[config.mk]
export PLATFORM = sky130hd
export DESIGN_NAME = maze_dfs_solver
export DESIGN_NICKNAME = d
export VERILOG_FILES = /design/src/rtl/maze_pkg.sv /design/src/rtl/maze_move_stack.sv /design/src/rtl/maze_dfs_solver.sv
export SDC_FILE = /design/constraint.sdc
export NUM_CORES = 1
export LEC_CHECK = 0
export CORE_MARGIN = 2
export CORE_UTILIZATION = 25
export CTS_BUF_LIST = sky130_fd_sc_hd__clkbuf_16
export CTS_CLUSTER_DIAMETER = 200
export DETAILED_ROUTE_END_ITERATION = 10
export PLACE_DENSITY_LB_ADDON = 0.08
export SYNTH_ARGS = -nofsm -noshare
export SYNTH_HDL_FRONTEND = slang
export SYNTH_SLANG_ARGS = --single-unit
[constraint.sdc]
create_clock -name clk -period 7.7 [get_ports clk]
set_input_delay 0.77 -clock clk [delete_from_list [all_inputs] [get_ports clk]]
set_output_delay 0.77 -clock clk [all_outputs]
set_load 0.005 [all_outputs]
[src/rtl/maze_pkg.sv]
// Shared types for the depth-first maze solver: direction codes, controller
// states and the per-direction coordinate delta.
package maze_pkg;

  localparam logic [1:0] DIR_UP    = 2'd0;
  localparam logic [1:0] DIR_RIGHT = 2'd1;
  localparam logic [1:0] DIR_LEFT  = 2'd2;
  localparam logic [1:0] DIR_DOWN  = 2'd3;

  typedef enum logic [2:0] {
    IDLE,
    CHECK,
    WAIT,
    BACK,
    DONE,
    FAIL,
    REPLAY
  } state_t;

  // Two's-complement deltas in {-1, 0, +1}; callers sign-extend to their width.
  typedef struct packed {
    logic [1:0] dx;
    logic [1:0] dy;
  } delta_t;

  function automatic delta_t dir_delta(input logic [1:0] dir);
    delta_t d;
    d.dx = 2'b00;
    d.dy = 2'b00;
    case (dir)
      DIR_UP:    d.dy = 2'b11;
      DIR_RIGHT: d.dx = 2'b01;
      DIR_LEFT:  d.dx = 2'b11;
      default:   d.dy = 2'b01;
    endcase
    return d;
  endfunction

endpackage

[src/rtl/maze_move_stack.sv]
// LIFO of 2-bit moves: synchronous push, combinational top-of-stack and
// indexed read port used by path replay.
module maze_move_stack #(
  parameter int DEPTH = 256,
  parameter int SP_W  = 8
) (
  input  logic            clk,
  input  logic            rst,
  input  logic            clear,
  input  logic            push,
  input  logic            pop,
  input  logic [1:0]      push_data,
  input  logic [SP_W-1:0] rd_idx,
  output logic [1:0]      rd_data,
  output logic [1:0]      top_data,
  output logic            full,
  output logic            empty,
  output logic [SP_W:0]   sp
);

  logic [1:0] mem [DEPTH];

  always_ff @(posedge clk) begin
    if (push && !full) begin
      mem[sp[SP_W-1:0]] <= push_data;
    end
  end

  always_ff @(posedge clk) begin
    if (rst || clear) begin
      sp <= '0;
    end else if (push && !full) begin
      sp <= sp + (SP_W+1)'(1);
    end else if (pop && !empty) begin
      sp <= sp - (SP_W+1)'(1);
    end
  end

  assign full     = (sp == (SP_W+1)'(DEPTH));
  assign empty    = (sp == '0);
  // Low bits of sp-1 wrap correctly when the stack is exactly full.
  assign top_data = mem[sp[SP_W-1:0] - SP_W'(1)];
  assign rd_data  = mem[rd_idx];

endmodule

[src/rtl/maze_dfs_solver.sv]
// Depth-first maze solver from (0,0) to the far corner with move-stack replay.
// Optional MAZE_STEP_CNT_EN adds a saturating 16-bit steps output.
module maze_dfs_solver
  import maze_pkg::*;
#(
  parameter int X_W         = 4,
  parameter int Y_W         = 4,
  parameter int STACK_DEPTH = 256,
  parameter int SP_W        = 8
) (
  input  logic               clk,
  input  logic               rst,
  input  logic               start,
  input  logic               run,
  output logic               mem_rd,
  output logic [X_W+Y_W-1:0] mem_addr,
  input  logic               mem_dout,
  output logic               busy,
  output logic               done,
  output logic               fail,
  output logic               overflow,
  output logic [1:0]         move,
  output logic               move_valid,
  output logic [X_W-1:0]     x_o,
  output logic [Y_W-1:0]     y_o,
  output logic [SP_W:0]      path_len
`ifdef MAZE_STEP_CNT_EN
  ,
  output logic [15:0]        steps
`endif
);

  localparam int A_W   = X_W + Y_W;
  localparam int CELLS = 1 << A_W;

  state_t           state, state_nx;
  logic [X_W-1:0]   pos_x, cand_x, back_x;
  logic [Y_W-1:0]   pos_y, cand_y, back_y;
  logic [X_W:0]     cand_xw;
  logic [Y_W:0]     cand_yw;
  logic [1:0]       dir, top_data, rd_data;
  logic [A_W-1:0]   cand_addr;
  logic [CELLS-1:0] visited;
  logic [SP_W-1:0]  rep_idx;
  logic [SP_W:0]    sp;
  logic             ovf_q, full, empty, cand_blocked, cand_goal, rep_last;
  logic             do_clear, do_adv, do_push, do_pop, set_ovf, rep_start;
  delta_t           fwd_d, back_d;

  // The extra top bit of the candidate sum flags both -1 and 2^W, i.e. off-grid.
  always_comb begin
    fwd_d   = dir_delta(dir);
    back_d  = dir_delta(top_data);
    cand_xw = {1'b0, pos_x} + (X_W+1)'($signed(fwd_d.dx));
    cand_yw = {1'b0, pos_y} + (Y_W+1)'($signed(fwd_d.dy));
    back_x  = pos_x - X_W'($signed(back_d.dx));
    back_y  = pos_y - Y_W'($signed(back_d.dy));
  end

  assign cand_x       = cand_xw[X_W-1:0];
  assign cand_y       = cand_yw[Y_W-1:0];
  assign cand_addr    = {cand_y, cand_x};
  assign cand_blocked = cand_xw[X_W] | cand_yw[Y_W] | visited[cand_addr];
  assign cand_goal    = (&cand_x) & (&cand_y);
  assign rep_last     = (((SP_W+1)'(rep_idx) + (SP_W+1)'(1)) == sp);

  maze_move_stack #(
    .DEPTH(STACK_DEPTH),
    .SP_W (SP_W)
  ) u_stack (
    .clk      (clk),
    .rst      (rst),
    .clear    (do_clear),
    .push     (do_push),
    .pop      (do_pop),
    .push_data(dir),
    .rd_idx   (rep_idx),
    .rd_data  (rd_data),
    .top_data (top_data),
    .full     (full),
    .empty    (empty),
    .sp       (sp)
  );

  always_ff @(posedge clk) begin
    if (rst) begin
      state <= IDLE;
    end else begin
      state <= state_nx;
    end
  end

  always_comb begin
    state_nx  = state;
    mem_rd    = 1'b0;
    do_clear  = 1'b0;
    do_adv    = 1'b0;
    do_push   = 1'b0;
    do_pop    = 1'b0;
    set_ovf   = 1'b0;
    rep_start = 1'b0;
    case (state)
      IDLE, FAIL: begin
        if (start) begin
          do_clear = 1'b1;
          state_nx = CHECK;
        end
      end
      DONE: begin
        if (start) begin
          do_clear = 1'b1;
          state_nx = CHECK;
        end else if (run && !empty) begin
          rep_start = 1'b1;
          state_nx  = REPLAY;
        end
      end
      CHECK: begin
        if (cand_blocked) begin
          if (dir == DIR_DOWN) state_nx = BACK;
          else                 do_adv   = 1'b1;
        end else begin
          mem_rd   = 1'b1;
          state_nx = WAIT;
        end
      end
      WAIT: begin
        if (mem_dout) begin
          if (dir == DIR_DOWN) begin
            state_nx = BACK;
          end else begin
            do_adv   = 1'b1;
            state_nx = CHECK;
          end
        end else if (full) begin
          set_ovf  = 1'b1;
          state_nx = FAIL;
        end else begin
          do_push  = 1'b1;
          state_nx = cand_goal ? DONE : CHECK;
        end
      end
      BACK: begin
        if (empty) begin
          state_nx = FAIL;
        end else begin
          do_pop = 1'b1;
          if (top_data != DIR_DOWN) state_nx = CHECK;
        end
      end
      REPLAY: begin
        if (rep_last) state_nx = DONE;
      end
      default: state_nx = IDLE;
    endcase
  end

  // Datapath: a push also resets the direction scan for the new cell.
  always_ff @(posedge clk) begin
    if (rst) begin
      pos_x   <= '0;
      pos_y   <= '0;
      dir     <= DIR_UP;
      visited <= '0;
      ovf_q   <= 1'b0;
      rep_idx <= '0;
    end else begin
      if (do_clear) begin
        pos_x   <= '0;
        pos_y   <= '0;
        dir     <= DIR_UP;
        visited <= CELLS'(1);
        ovf_q   <= 1'b0;
      end
      if (do_adv) dir <= dir + 2'd1;
      if (do_push) begin
        pos_x              <= cand_x;
        pos_y              <= cand_y;
        visited[cand_addr] <= 1'b1;
        dir                <= DIR_UP;
      end
      if (do_pop) begin
        pos_x <= back_x;
        pos_y <= back_y;
        dir   <= top_data + 2'd1;
      end
      if (set_ovf) ovf_q <= 1'b1;
      if (rep_start) begin
        rep_idx <= '0;
      end else if (state == REPLAY) begin
        rep_idx <= rep_idx + SP_W'(1);
      end
    end
  end

`ifdef MAZE_STEP_CNT_EN
  logic [15:0] step_cnt;

  always_ff @(posedge clk) begin
    if (rst || do_clear) begin
      step_cnt <= '0;
    end else if ((do_push || do_pop) && (step_cnt != 16'hFFFF)) begin
      step_cnt <= step_cnt + 16'd1;
    end
  end

  assign steps = step_cnt;
`endif

  assign mem_addr   = mem_rd ? cand_addr : '0;
  assign busy       = (state == CHECK) || (state == WAIT) || (state == BACK) || (state == REPLAY);
  assign done       = (state == DONE) || (state == REPLAY);
  assign fail       = (state == FAIL);
  assign overflow   = ovf_q;
  assign move_valid = (state == REPLAY);
  assign move       = (state == REPLAY) ? rd_data : 2'd0;
  assign x_o        = pos_x;
  assign y_o        = pos_y;
  assign path_len   = sp;

endmodule

Word level (Yosys, flattened, before mapping)
Memories as Yosys holds them, arrays and structs flattened. A register that Yosys moved wholly into a read port is not among the register bits.
Cells that the tools add are included.
- register bits: 287
- memory bits (writable): 512
- memories kept: 1
- memory list (name ; depth ; bits a word ; read ports ; clocked after memory_dff ; wr ports ; RTL line ; text):
    u_stack.mem ; 256 ; 2 ; 2 ; 1 ; 1 ; maze_move_stack.sv:21 ; logic [1:0] mem [DEPTH];
- $add $sub $neg: 11
- magnitude comparators: 2
- eq/ne operators: 19
- muxes and demuxes: 62
- bitwise logic cells: 4
- reductions and logical operators: 27
- operators by type and width (operator ; count):
    256-bit 2-to-1 mux ; 3
    256-bit OR ; 1
    3-bit 2-to-1 mux ; 11
    1-bit 2-to-1 mux ; 24
    8-bit 2-to-1 mux ; 3
    4-bit 2-to-1 mux ; 5
    9-bit 2-to-1 mux ; 2
    3-bit case mux with 6 select lines ; 1
    2-bit case mux with 2 select lines ; 4
    2-bit 2-to-1 mux ; 6
    4-bit by 5-bit adder with 5-bit output ; 2
    8-bit by 1-bit adder with 9-bit output (second input constant) ; 1
    9-bit by 1-bit adder with 9-bit output (second input constant) ; 1
    3-bit == test (second input constant) ; 3
    9-bit == test ; 1
    9-bit == test (second input constant) ; 1
    9-bit zero test ; 1
    8-bit by 9-bit < comparator with 1-bit output (second input constant) ; 1
    9-bit by 1-bit subtractor with 9-bit output (second input constant) ; 1
    8-bit by 1-bit adder with 8-bit output (second input constant) ; 1
    1-bit binary-select mux with 8-bit select ; 1
    1-bit demux with 8-bit select ; 1
    8-bit by 1-bit greater-or-equal comparator with 1-bit output (second input constant) ; 1
    4-bit AND reduction ; 2
    other kinds (25) ; 47

Logic depth before layout (Yosys ltp)
Gate-level depths: netlist of the first run.
- depth after elaboration: 12
- depth in mapped cells: 27
- depth with buffers taken out: 21

By module
From an unflattened synthesis of the first run, not the netlist that was laid out.
- cell total of the unflattened synthesis: 2850
- area, all modules: 38868.5 um2
- by module, submodules not included (module ; instances ; cells an instance ; area an instance (um2) ; sequential area each (um2)):
    maze_move_stack ; 1 ; 1496 ; 25952.4 ; 15554.9
    maze_dfs_solver ; 1 ; 1354 ; 12916.1 ; 5565.3

Least setup slack after synthesis of the first run
OpenSTA, ideal clock, no wires.
- kind: register to output
- from: register dir[0]
- to: output mem_addr[0]
- data arrival time: 7.240 ns
- required time: 6.930 ns
- path slack: -0.310 ns
- cell stages (with the launch flop): 16
- path through: dfxtp_1 inv_1 ha_1 buf_4 xor2_1 ha_1 buf_2 buf_1 buf_2 mux4_2 a211oi_1 nor4b_1 nor4_2 o211ai_4 nor3_2 and2_1
- cells in the longest elaborated chain, start to end: 10
- ends and longest elaborated chain (element ; RTL line ; text):
    from (decl) ; maze_dfs_solver.sv:41 ; logic [1:0] dir, top_data, rd_data;
    from (signal assigned) ; maze_dfs_solver.sv:175 ; if (do_adv) dir <= dir + 2'd1;
    from (signal assigned) ; maze_dfs_solver.sv:185 ; dir <= top_data + 2'd1;
    2-bit == test / 2-bit by 1-bit == test with 1-bit output (equally long branches) ; maze_pkg.sv:30 ; case (dir)
    2-bit OR reduction (no line) ; n/a ;
    2-bit case mux with 2 select lines ; maze_pkg.sv:30 ;
    4-bit by 5-bit adder with 5-bit output ; maze_dfs_solver.sv:55 ; cand_yw = {1'b0, pos_y} + (Y_W+1)'($signed(fwd_d.dy));
    1-bit binary-select mux with 8-bit select ; maze_dfs_solver.sv:63 ; assign cand_blocked = cand_xw[X_W] | cand_yw[Y_W] | visited[cand_addr];
    1-bit 2-to-1 mux (not written as such) ; maze_dfs_solver.sv:63 ;
    1-bit OR * ; maze_dfs_solver.sv:63 ;
    1-bit 2-to-1 mux * ; maze_dfs_solver.sv:119 ; if (cand_blocked) begin
    1-bit 2-to-1 mux * ; maze_dfs_solver.sv:102 ; case (state)
    named net mem_rd ; maze_dfs_solver.sv:15 ; output logic mem_rd,
    8-bit 2-to-1 mux * ; maze_dfs_solver.sv:210 ; assign mem_addr = mem_rd ? cand_addr : '0;
    to (decl) ; maze_dfs_solver.sv:16 ; output logic [X_W+Y_W-1:0] mem_addr,
Mark *: on every way through the listed nets, which the timed path passes. The rest lies on a longest branch. The select of a mux whose other input is x is not followed.

Final worst setup path of the first run
- from: register dir[0]
- to: output mem_addr[1]
- cells in the longest elaborated chain, start to end: 10
- ends and longest elaborated chain (element ; RTL line):
    2-bit == test / 2-bit by 1-bit == test with 1-bit output (equally long branches) ; maze_pkg.sv:30
    2-bit OR reduction (no line) ; n/a
    2-bit case mux with 2 select lines ; maze_pkg.sv:30
    4-bit by 5-bit adder with 5-bit output ; maze_dfs_solver.sv:55
    1-bit binary-select mux with 8-bit select ; maze_dfs_solver.sv:63
    1-bit 2-to-1 mux (not written as such) ; maze_dfs_solver.sv:63
    1-bit OR ; maze_dfs_solver.sv:63
    1-bit 2-to-1 mux ; maze_dfs_solver.sv:119
    1-bit 2-to-1 mux ; maze_dfs_solver.sv:102
    8-bit 2-to-1 mux * ; maze_dfs_solver.sv:210
Every way passes the cells marked *; elsewhere a longest branch is shown, timed or not. The select of a mux whose other input is x is not followed.

==> impl_metrics.tcl, run 1 <==
set metrics [dict create \
    status "complete, no violations" \
    finClkSkew_ps 43.77 \
    grt_pass1_wl_mm 188.2 \
    die_x_um 393.7 \
    timing.final.crit_share 0.9281 \
    n_antenna_cell 0 \
    die_y_um 393.7 \
    leakagePower_nw 13.52 \
    boundaryPins 38 \
    first_pass_iters 6 \
    syn_area_mm2 0.03796 \
    multi_input_area_mm2 0.01580 \
    overflow 0 \
    syn_avg_cell_area_um2 14.43 \
    grt_pass1_vias 25220 \
    wl_met3_mm 5.017 \
    ys_types 74 \
    layout_min_cycle_time_ps 7146 \
    synth_xor_area_frac 0.01061 \
    wl_per_cell_um 27.46 \
    rows 142 \
    place_hpwl_mm 84.25 \
    clock_latency_ps 720 \
    drive_above_1_share 0.2373 \
    end_kind "primary output" \
    worst-slew-pin-transition_ps 1202 \
    synth_top_family_by_area "multiplexers" \
    first_iter_violations 1890 \
    ys_ff_latch 807 \
    htreeDepth 3 \
    synth_simple_gate_area_share 0.07956 \
    globalRouteTotalUtil 0.1651 \
    yosys-top-cells-area "edfxtp_1, mux4_2, dfxtp_1" \
    fill_cells 15090 \
    die_area_mm2 0.1550 \
    wl_met2_mm 65.78 \
    start_kind "register" \
    vias 24140 \
    syn_inst 2630 \
    synth_fa_ha_area_frac 0.01299 \
    crit_slowest_cell "xnor2_1" \
    synth_edf_count 512 \
    worstPathRequired_ps 6930 \
    place_congestion 0.7729 \
    async_reset_ff_frac 0 \
    top_layer "met4" \
    io_buffers 37 \
    synth.area.mux_share 0.2362 \
    grt_max_degree 104 \
    antenna_left 0 \
    cts_buffers 99 \
    nNetsFinal 2679 \
    path_delay_family "compound AO/OA/AOI/OAI gates" \
    initial_core_util 0.2526 \
    clock-sinks 807 \
    setup_violations 0 \
    maxCapViolations 0 \
    path_cells "inv_1, ha_1, xor2_1, ha_4, a21oi_1, xnor2_1, nand2_1, a211oi_1, o21ai_0, a211oi_2, o211ai_4, nor3_4, and2_1, clkdlybuf4s50_1" \
    vias_per_cell 5.094 \
    synth_largest_area_cell "edfxtp_1" \
    crit_fanout 39 \
    synth-compound-area-share 0.07373 \
    yosysTopAreaCellShare 0.4050 \
    max-vdd-ir-drop_uv 259.9 \
    power_density_mw_per_mm2 334.0 \
    yosysSeqAreaShare 0.5606 \
    area_growth_pct 15.92 \
    clk_path_buf_depth 3 \
    critPathKind "register to primary output" \
    syn-num-nets 2672 \
    antenna_found_initial 4 \
    p_total_w 0.01470 \
    hp-class "register to register" \
    cts_tree "built" \
    drcViolationCount 0 \
    synth_top_flop_cell "edfxtp_1" \
    coreArea_mm2 0.1503 \
    final_max_slew_viol_count 0 \
    ys.warnings.count 0 \
    arrival_ps 6380 \
    path_buf_inv 2 \
    critical_path.max_stage_delay_ps 780 \
    max_freq_mhz 139.9 \
    wl_met1_mm 55.78 \
    slew_headroom 0.1955 \
    ctsRootBufferMaster "clkbuf_16" \
    seqCellArea_mm2 0.02130 \
    wirelength_mm 130.1 \
    cts.clk_slew.worst_paths_ps 60 \
    finalHoldViolations 0 \
    setup_tns_ps 0 \
    rsz0062_at_grt "no" \
]
==> cell type report <==
cell class              instances  area share
clock inverters                87     0.01803
clock buffers                  99     0.05630
multi-input cells            1589      0.3590
repair buffers                113     0.02297
flip-flops and latches        807      0.4841
inverters                      27    0.002303
well taps                    2016     0.05732
==> where the power goes <==
part | switching [W] | internal, W | total, W
logic | 0.00324 | 0.00186 | 0.00509
clock network | 0.00196 | 0.00272 | 0.00468
registers | 0.000104 | 0.00482 | 0.00492
total | 0.00530 | 0.00940 | 0.0147
==> Yosys cell counts (all sizes together), types with 14 or more instances <==
cell    number
a211oi      31
a21oi       36
a22o       128
and3        25
buf         77
clkbuf     130
dfxtp      295
edfxtp     512
ha          33
inv         26
mux2i       16
mux4       390
nand2      192
nand2b      16
nand3       44
nand4       15
nor2       332
nor2b       14
nor4        17
o21ai      144
or3         14
xnor2       30
xor2        16
==> path summary, 6_finish.rpt <==
check | startpoint | end | slack, ps | cells after the start
worst min register to register | visited[110] | visited[110] | 450 | 2
worst max-delay path | dir[0] | mem_addr[1] | 550 | 14
worst max register to register | u_stack.sp[0] | y_o[3] | 1750 | 18
worst min-delay path | visited[110] | visited[110] | 450 | 2
==> per-stage QoR <==
step,hold WS [ps],util,worst slack (ps),instances,area [um2]
CTS,451.2,0.2926,39.69,4737,43970
detailed placement,438.8,0.2708,556.2,4551,40700
global placement,433.4,0.2708,633.1,4551,40700
global route,468.8,0.2928,210.7,4738,44010
finish,447.0,0.2928,553.5,4738,44010
floorplan,419.8,-,40.95,2630,37960
==> logic make-up (layout without fill, tap and decap cells) <==
kind of cell | after synthesis | in the layout
and+or+nand+nor | 696 | 696
adders and majority gates | 37 | 37
buffers and inverters | 234 | 326
DFF | 807 | 807
muxes | 408 | 408
xor gates and xnor gates | 46 | 46
AOI/OAI and AO/OA | 402 | 402
==> registers in the layout, summed over array words and instances (netlist names), named ones only <==
register     cells
dir              2
overflow         1
x_o              4
y_o              4
u_stack.sp       9
rep_idx          8
visited        256
u_stack.mem    512
state            3
==> layout by cell type, fill, tap and decap left out, types with 25 or more instances in the layout <==
master	count
edfxtp_1	512
mux4_2	390
nor2_1	330
dfxtp_1	288
nand2_1	192
o21ai_0	142
a22o_1	128
clkbuf_16	99
buf_4	70
inv_1	45
nand3_1	44
clkdlybuf4s50_1	36
a21oi_1	35
ha_1	30
a211oi_1	28
xnor2_1	27
clkinv_1	25
and3_1	25
==> repair_timing <==
action | CTS | global route
resized for setup | 1 | 2
gates cloned | 0 | 0
pin swaps | 0 | 1
hold buffers | 0 | 0
setup buffers | 0 | 1
setup endpoints to repair | 4 | 4
hold endpoints to repair | 0 | 0
==> routing by layer <==
layer,global-route usage,up-vias
met5,0,-
met4,0.04673,0
met3,0.02335,182
met2,0.2860,635
met1,0.2141,12910
li1,-,10410
==> tightest hold or removal path, stage by stage (launching register included) <==
cell     delay (ps)
dfxtp_1         320
nand2_1          40
o21ai_0          50
Power figures use the tool's default switching activity.
==> run 2: changes to the inputs <==
--- a/config.mk
+++ b/config.mk
@@ -6,7 +6,7 @@
 export NUM_CORES = 1
 export LEC_CHECK = 0
 export CORE_MARGIN = 2
-export CORE_UTILIZATION = 25
+export CORE_UTILIZATION = 35
 export CTS_BUF_LIST = sky130_fd_sc_hd__clkbuf_16
 export CTS_CLUSTER_DIAMETER = 200
 export DETAILED_ROUTE_END_ITERATION = 10
==> constraint.sdc (replaced) <==
create_clock -name clk -period 7.7 [get_ports clk]
set_input_delay 0.77 -clock clk [delete_from_list [all_inputs] [get_ports clk]]
set_output_delay 0.77 -clock clk [all_outputs]
set_load 0.02 [all_outputs]
==> run 2 against run 1 <==
Net effect: total power fell by 1.9%; flip-flop and latch count did not move; die area fell by 28%; worst hold slack improved by 1.8 ps; first-iteration DRC count rose by 8.3%; setup slack improved by 110 ps; critical path depth rose by 1; highest routed layer unchanged.
==> impl_metrics.tcl, run 2 (same netlist as run 1, synthesis figures left out) <==
set metrics [dict create \
    r2r-end "y_o[3]" \
    cts_buffers 95 \
    grt_max_degree 258 \
    boundaryPins 38 \
    die_y_um 333.3 \
    worst_hold_path.endpoint "visited[58]" \
    finClkSkew_ps 23.31 \
    area_growth_pct 13.40 \
    fill_cells 9823 \
    layout_commonest_cell "edfxtp_1" \
    cts_resized 0 \
    grt_pass1_wl_mm 175.4 \
    path_delay_family "compound AO/OA/AOI/OAI gates" \
    r2r_start "u_stack.sp[0]" \
    cts_setup_buffers 0 \
    die_x_um 333.3 \
    first_iter_violations 2046 \
    maxCapViolations 0 \
    nNetsFinal 2671 \
    ctsRootBufferMaster "clkbuf_16" \
    path_cells "inv_1, ha_1, ha_4, or3b_1, a21boi_2, o21ai_2, nand2_1, buf_4, a211oi_1, nor4_1, a211oi_2, o211ai_4, nor3_2, and2_1, clkdlybuf4s50_1" \
    coreArea_mm2 0.1074 \
    rr_worst_depth 19 \
    timing.final.crit_share 0.9142 \
    slew_headroom 0.1213 \
    critPathKind "register to primary output" \
    overflow 0 \
    holdCritStartpoint "visited[58]" \
    ctsHoldBuffers 0 \
    worstPathRequired_ps 6930 \
    final_cell_mix "edfxtp_1, mux4_2, nor2_1, dfxtp_1, nand2_1" \
    die_area_mm2 0.1111 \
    drive_above_1_share 0.2345 \
    wirelength_mm 119.0 \
    wl_per_cell_um 28.92 \
    initial_core_util 0.3536 \
    rsz0062_at_grt "no" \
    place_hpwl_mm 75.51 \
    antenna_left 0 \
    hp-class "register to register" \
    max-vdd-ir-drop_uv 260.2 \
    arrival_ps 6270 \
    vias 24200 \
    largest_reg_flops 512 \
    layout_min_cycle_time_ps 7039 \
    leakagePower_nw 13.42 \
    status "complete, no violations" \
    critical_path.max_stage_delay_ps 700 \
    hold_path_depth 2 \
    crit_slowest_cell "o21ai_2" \
    power_density_mw_per_mm2 334.9 \
    clk_path_buf_depth 3 \
    end_kind "primary output" \
    cp_num_cells 15 \
    cts.clk_slew.worst_paths_ps 60 \
    htreeDepth 3 \
    setup_violations 0 \
    holdWs_ps 448.8 \
    setup_tns_ps 0 \
    max_freq_mhz 142.1 \
    clock-sinks 807 \
    antenna_found_initial 0 \
    drcViolationCount 0 \
    grt_pass1_vias 24850 \
    crit_fanout 18 \
    place_congestion 0.8193 \
    clock_latency_ps 700 \
    seqCellArea_mm2 0.02130 \
    path_buf_inv 3 \
    multi_input_area_mm2 0.01578 \
    final_max_slew_viol_count 0 \
    rows 120 \
    vias_per_cell 5.885 \
    r2r_slack_ps 1670 \
    finalHoldViolations 0 \
    start_kind "register" \
    cts_tree "built" \
    globalRouteTotalUtil 0.2136 \
    worst-slew-pin-transition_ps 1313 \
    first_pass_iters 5 \
    io_buffers 37 \
]
run 2: cell count changes in the layout (fill, tap and decap cells not counted), sizes merged, moves of 2 or more:
cell      before  now
buf           77   72
bufinv        11    8
clkbuf        99   97
clkinv        52   42
clkinvlp       2    4
diode          0    2
inv           49   52
run 2: worst max path at each step:
stage	slack [ps]	endpoint	from
global placement	1300	mem_addr[1]	dir[0]
finish	660	mem_addr[1]	dir[0]
floorplan	1110	mem_addr[0]	dir[0]
CTS	520	mem_addr[1]	dir[0]
detailed placement	1300	mem_addr[1]	dir[0]
global route	350	mem_addr[1]	dir[0]
run 2: cell type report:
type	count	share of cell area
antenna	2	0.0001163
inverter	27	0.002354
clock inverter	79	0.01578
tap	1403	0.04078
multi-input combinational	1589	0.3666
timing repair buffer	109	0.02319
clock buffer	97	0.05639
sequential	807	0.4948
run 2: power breakdown:
part | switching, W | internal [W]
Sequential | 0.0000967 | 0.00482
Combinational | 0.00316 | 0.00187
Clock | 0.00190 | 0.00257
Total | 0.00515 | 0.00926
run 2: metal layers:
metal  share of wire  vias to the layer above  GRT usage
li1                -                    10370          -
met1            0.41                    12840     0.2774
met2            0.50                      806     0.3671
met3           0.056                      190    0.03576
met4           0.029                        0    0.06200
met5               0                        -          0
run 2: tightest hold or removal path, delay by kind of cell (launching register included):
family	cells	cell delay (ps)
AO/OA/AOI/OAI	1	60
flip-flops	1	320
AND/OR/NAND/NOR	1	40
run 2: through the flow:
stage                     instances  utilization  worst slack, ps  instance area, um2  total power [W]
final                          4113       0.4010            660.6               43050          0.01442
after detailed placement       3935       0.3720             1301               39940          0.01006
after global placement         3935       0.3720             1305               39940          0.01007
after CTS                      4111       0.4010            517.7               43040          0.01458
after floorplan                2630            -             1114               37960         0.008295
after global routing           4111       0.4010            353.2               43040          0.01508
==> run 3: changes to the inputs <==
--- a/config.mk
+++ b/config.mk
@@ -10,7 +10,7 @@
 export CTS_BUF_LIST = sky130_fd_sc_hd__clkbuf_16
 export CTS_CLUSTER_DIAMETER = 200
 export DETAILED_ROUTE_END_ITERATION = 10
-export PLACE_DENSITY_LB_ADDON = 0.08
+export PLACE_DENSITY = 0.53
 export SYNTH_ARGS = -nofsm -noshare
 export SYNTH_HDL_FRONTEND = slang
 export SYNTH_SLANG_ARGS = --single-unit
==> run 3 against run 2 <==
Net effect: via count increased by 0.26%; routed wire length decreased by 8.1%; sequential share of layout area increased by 0.22 points; flip-flop and latch count unchanged; critical path type unchanged; setup slack got worse by 160 ps; largest cell class unchanged; critical endpoint unchanged.
==> impl_metrics.tcl, run 3 (same netlist as run 1, synthesis figures left out) <==
set metrics [dict create \
    status "complete, no violations" \
    timing.final.crit_share 0.9349 \
    hp-class "register to register" \
    max-vdd-ir-drop_uv 298.5 \
    antenna_left 0 \
    first_iter_violations 2376 \
    layout_min_cycle_time_ps 7199 \
    end_kind "primary output" \
    first_pass_iters 6 \
    postLayoutCoreUtil 0.3992 \
    cts_setup_buffers 0 \
    max_freq_mhz 138.9 \
    wl_met1_mm 44.90 \
    r2r_start "u_stack.sp[0]" \
    crit_fanout 42 \
    antenna_found_initial 2 \
    rr_worst_depth 19 \
    clk_path_buf_depth 3 \
    place_congestion 0.8205 \
    setup_violations 0 \
    start_kind "register" \
    n_antenna_cell 0 \
    cts_tree "built" \
    top_layer "met5" \
    holdWs_ps 452.3 \
    die_y_um 333.3 \
    worst_hold_path.endpoint "visited[107]" \
    grt_pass1_wl_mm 165.1 \
    largest_reg_flops 512 \
    nNetsFinal 2644 \
    maxCapViolations 0 \
    holdCritStartpoint "visited[107]" \
    rsz0062_at_grt "no" \
    wirelength_mm 109.4 \
    leakagePower_nw 13.25 \
    clock-sinks 807 \
    grt_pass1_vias 24790 \
    boundaryPins 38 \
    worst-slew-pin-transition_ps 1273 \
    die_area_mm2 0.1111 \
    htreeDepth 3 \
    area_growth_pct 12.90 \
    wl_met3_mm 7.458 \
    clock_latency_ps 670 \
    placed_cell_area_mm2 0.03984 \
    layout_commonest_cell "edfxtp_1" \
    initial_core_util 0.3536 \
    arrival_ps 6430 \
    power_density_mw_per_mm2 333.0 \
    die_x_um 333.3 \
    finClkSkew_ps 33.54 \
    r2r-end "y_o[3]" \
    drive_above_1_share 0.2318 \
    place_hpwl_mm 68.75 \
    cts.clk_slew.worst_paths_ps 60 \
    globalRouteTotalUtil 0.1962 \
    drcViolationCount 0 \
    cts_resized 0 \
    vias_per_cell 5.951 \
    worstPathRequired_ps 6930 \
    grt_max_degree 260 \
    vias 24270 \
    r2r_slack_ps 1570 \
    finalHoldViolations 0 \
    cts_buffers 89 \
    wl_per_cell_um 26.82 \
    final_area_mm2 0.04286 \
    slew_headroom 0.1515 \
    final_cell_mix "edfxtp_1, mux4_2, nor2_1, dfxtp_1, nand2_1" \
    coreArea_mm2 0.1074 \
    rows 120 \
    ctsHoldBuffers 0 \
    critPathKind "register to primary output" \
    final_max_slew_viol_count 0 \
    wl_met2_mm 53.96 \
    hold_path_depth 2 \
    setup_tns_ps 0 \
    overflow 0 \
    io_buffers 37 \
    ctsRootBufferMaster "clkbuf_16" \
]
==> run 3: changes by cell type in the layout (fill, tap and decap cells not counted), sizes merged <==
cell,change
bufinv,+6
clkinv,-9
diode,-2
buf,-21
clkinvlp,+2
clkbuf,-7
inv,-4
==> run 3: area by class of cell <==
type,count,area (um2)
clock buffer,90,2252
clock inverter,74,765.7
fill,9718,64500
inverter,27,101.3
multi-input combinational,1589,15830
sequential,807,21300
tap,1403,1755
timing repair buffer,88,853.3
==> run 3: power by group <==
group	leakage (nW)	total (W)	internal (W)	switching (W)
sequential	7.10	0.00493	0.00482	0.000111
combinational	4.63	0.00492	0.00184	0.00309
clock	1.53	0.00441	0.00261	0.00181
total	13.3	0.0143	0.00926	0.00501
==> run 3: metal layers <==
layer,GRT usage,vias to the layer above
li1,-,10320
met1,0.2588,12740
met2,0.3283,1012
met3,0.03971,194
met4,0.05574,4
met5,0,-
==> run 3: per-stage QoR <==
stage                     std cells  worst slack [ps]  total power (W)
after detailed placement       3914              1019         0.009943
after global routing           4078             70.84          0.01487
after CTS                      4078             305.1          0.01435
after floorplan                2630              1114         0.008295
after global placement         3914              1147         0.009873
final                          4078             501.5          0.01427
==> run 3: critical path: stages (launching register included) <==
cell,delay [ps]
dfxtp_4,600
inv_1,150
ha_1,370
ha_4,830
buf_4,490
mux4_2,560
and3_1,200
a211oi_1,300
nor4b_1,110
nor4_2,400
o211ai_4,220
nor3_2,660
and2_1,240
clkdlybuf4s50_1,600
==> run 3: how the worst max path moves through the flow <==
| stage | startpoint | end | slack, ps | cells past startpoint |
|---|---|---|---|---|
| after CTS | dir[0] | mem_addr[4] | 310 | 13 |
| after detailed placement | dir[0] | mem_addr[4] | 1020 | 13 |
| after floorplan | dir[0] | mem_addr[0] | 1110 | 15 |
| final | dir[0] | mem_addr[1] | 500 | 13 |
| after global routing | dir[0] | mem_addr[1] | 70 | 13 |
| after global placement | dir[0] | mem_addr[0] | 1150 | 13 |
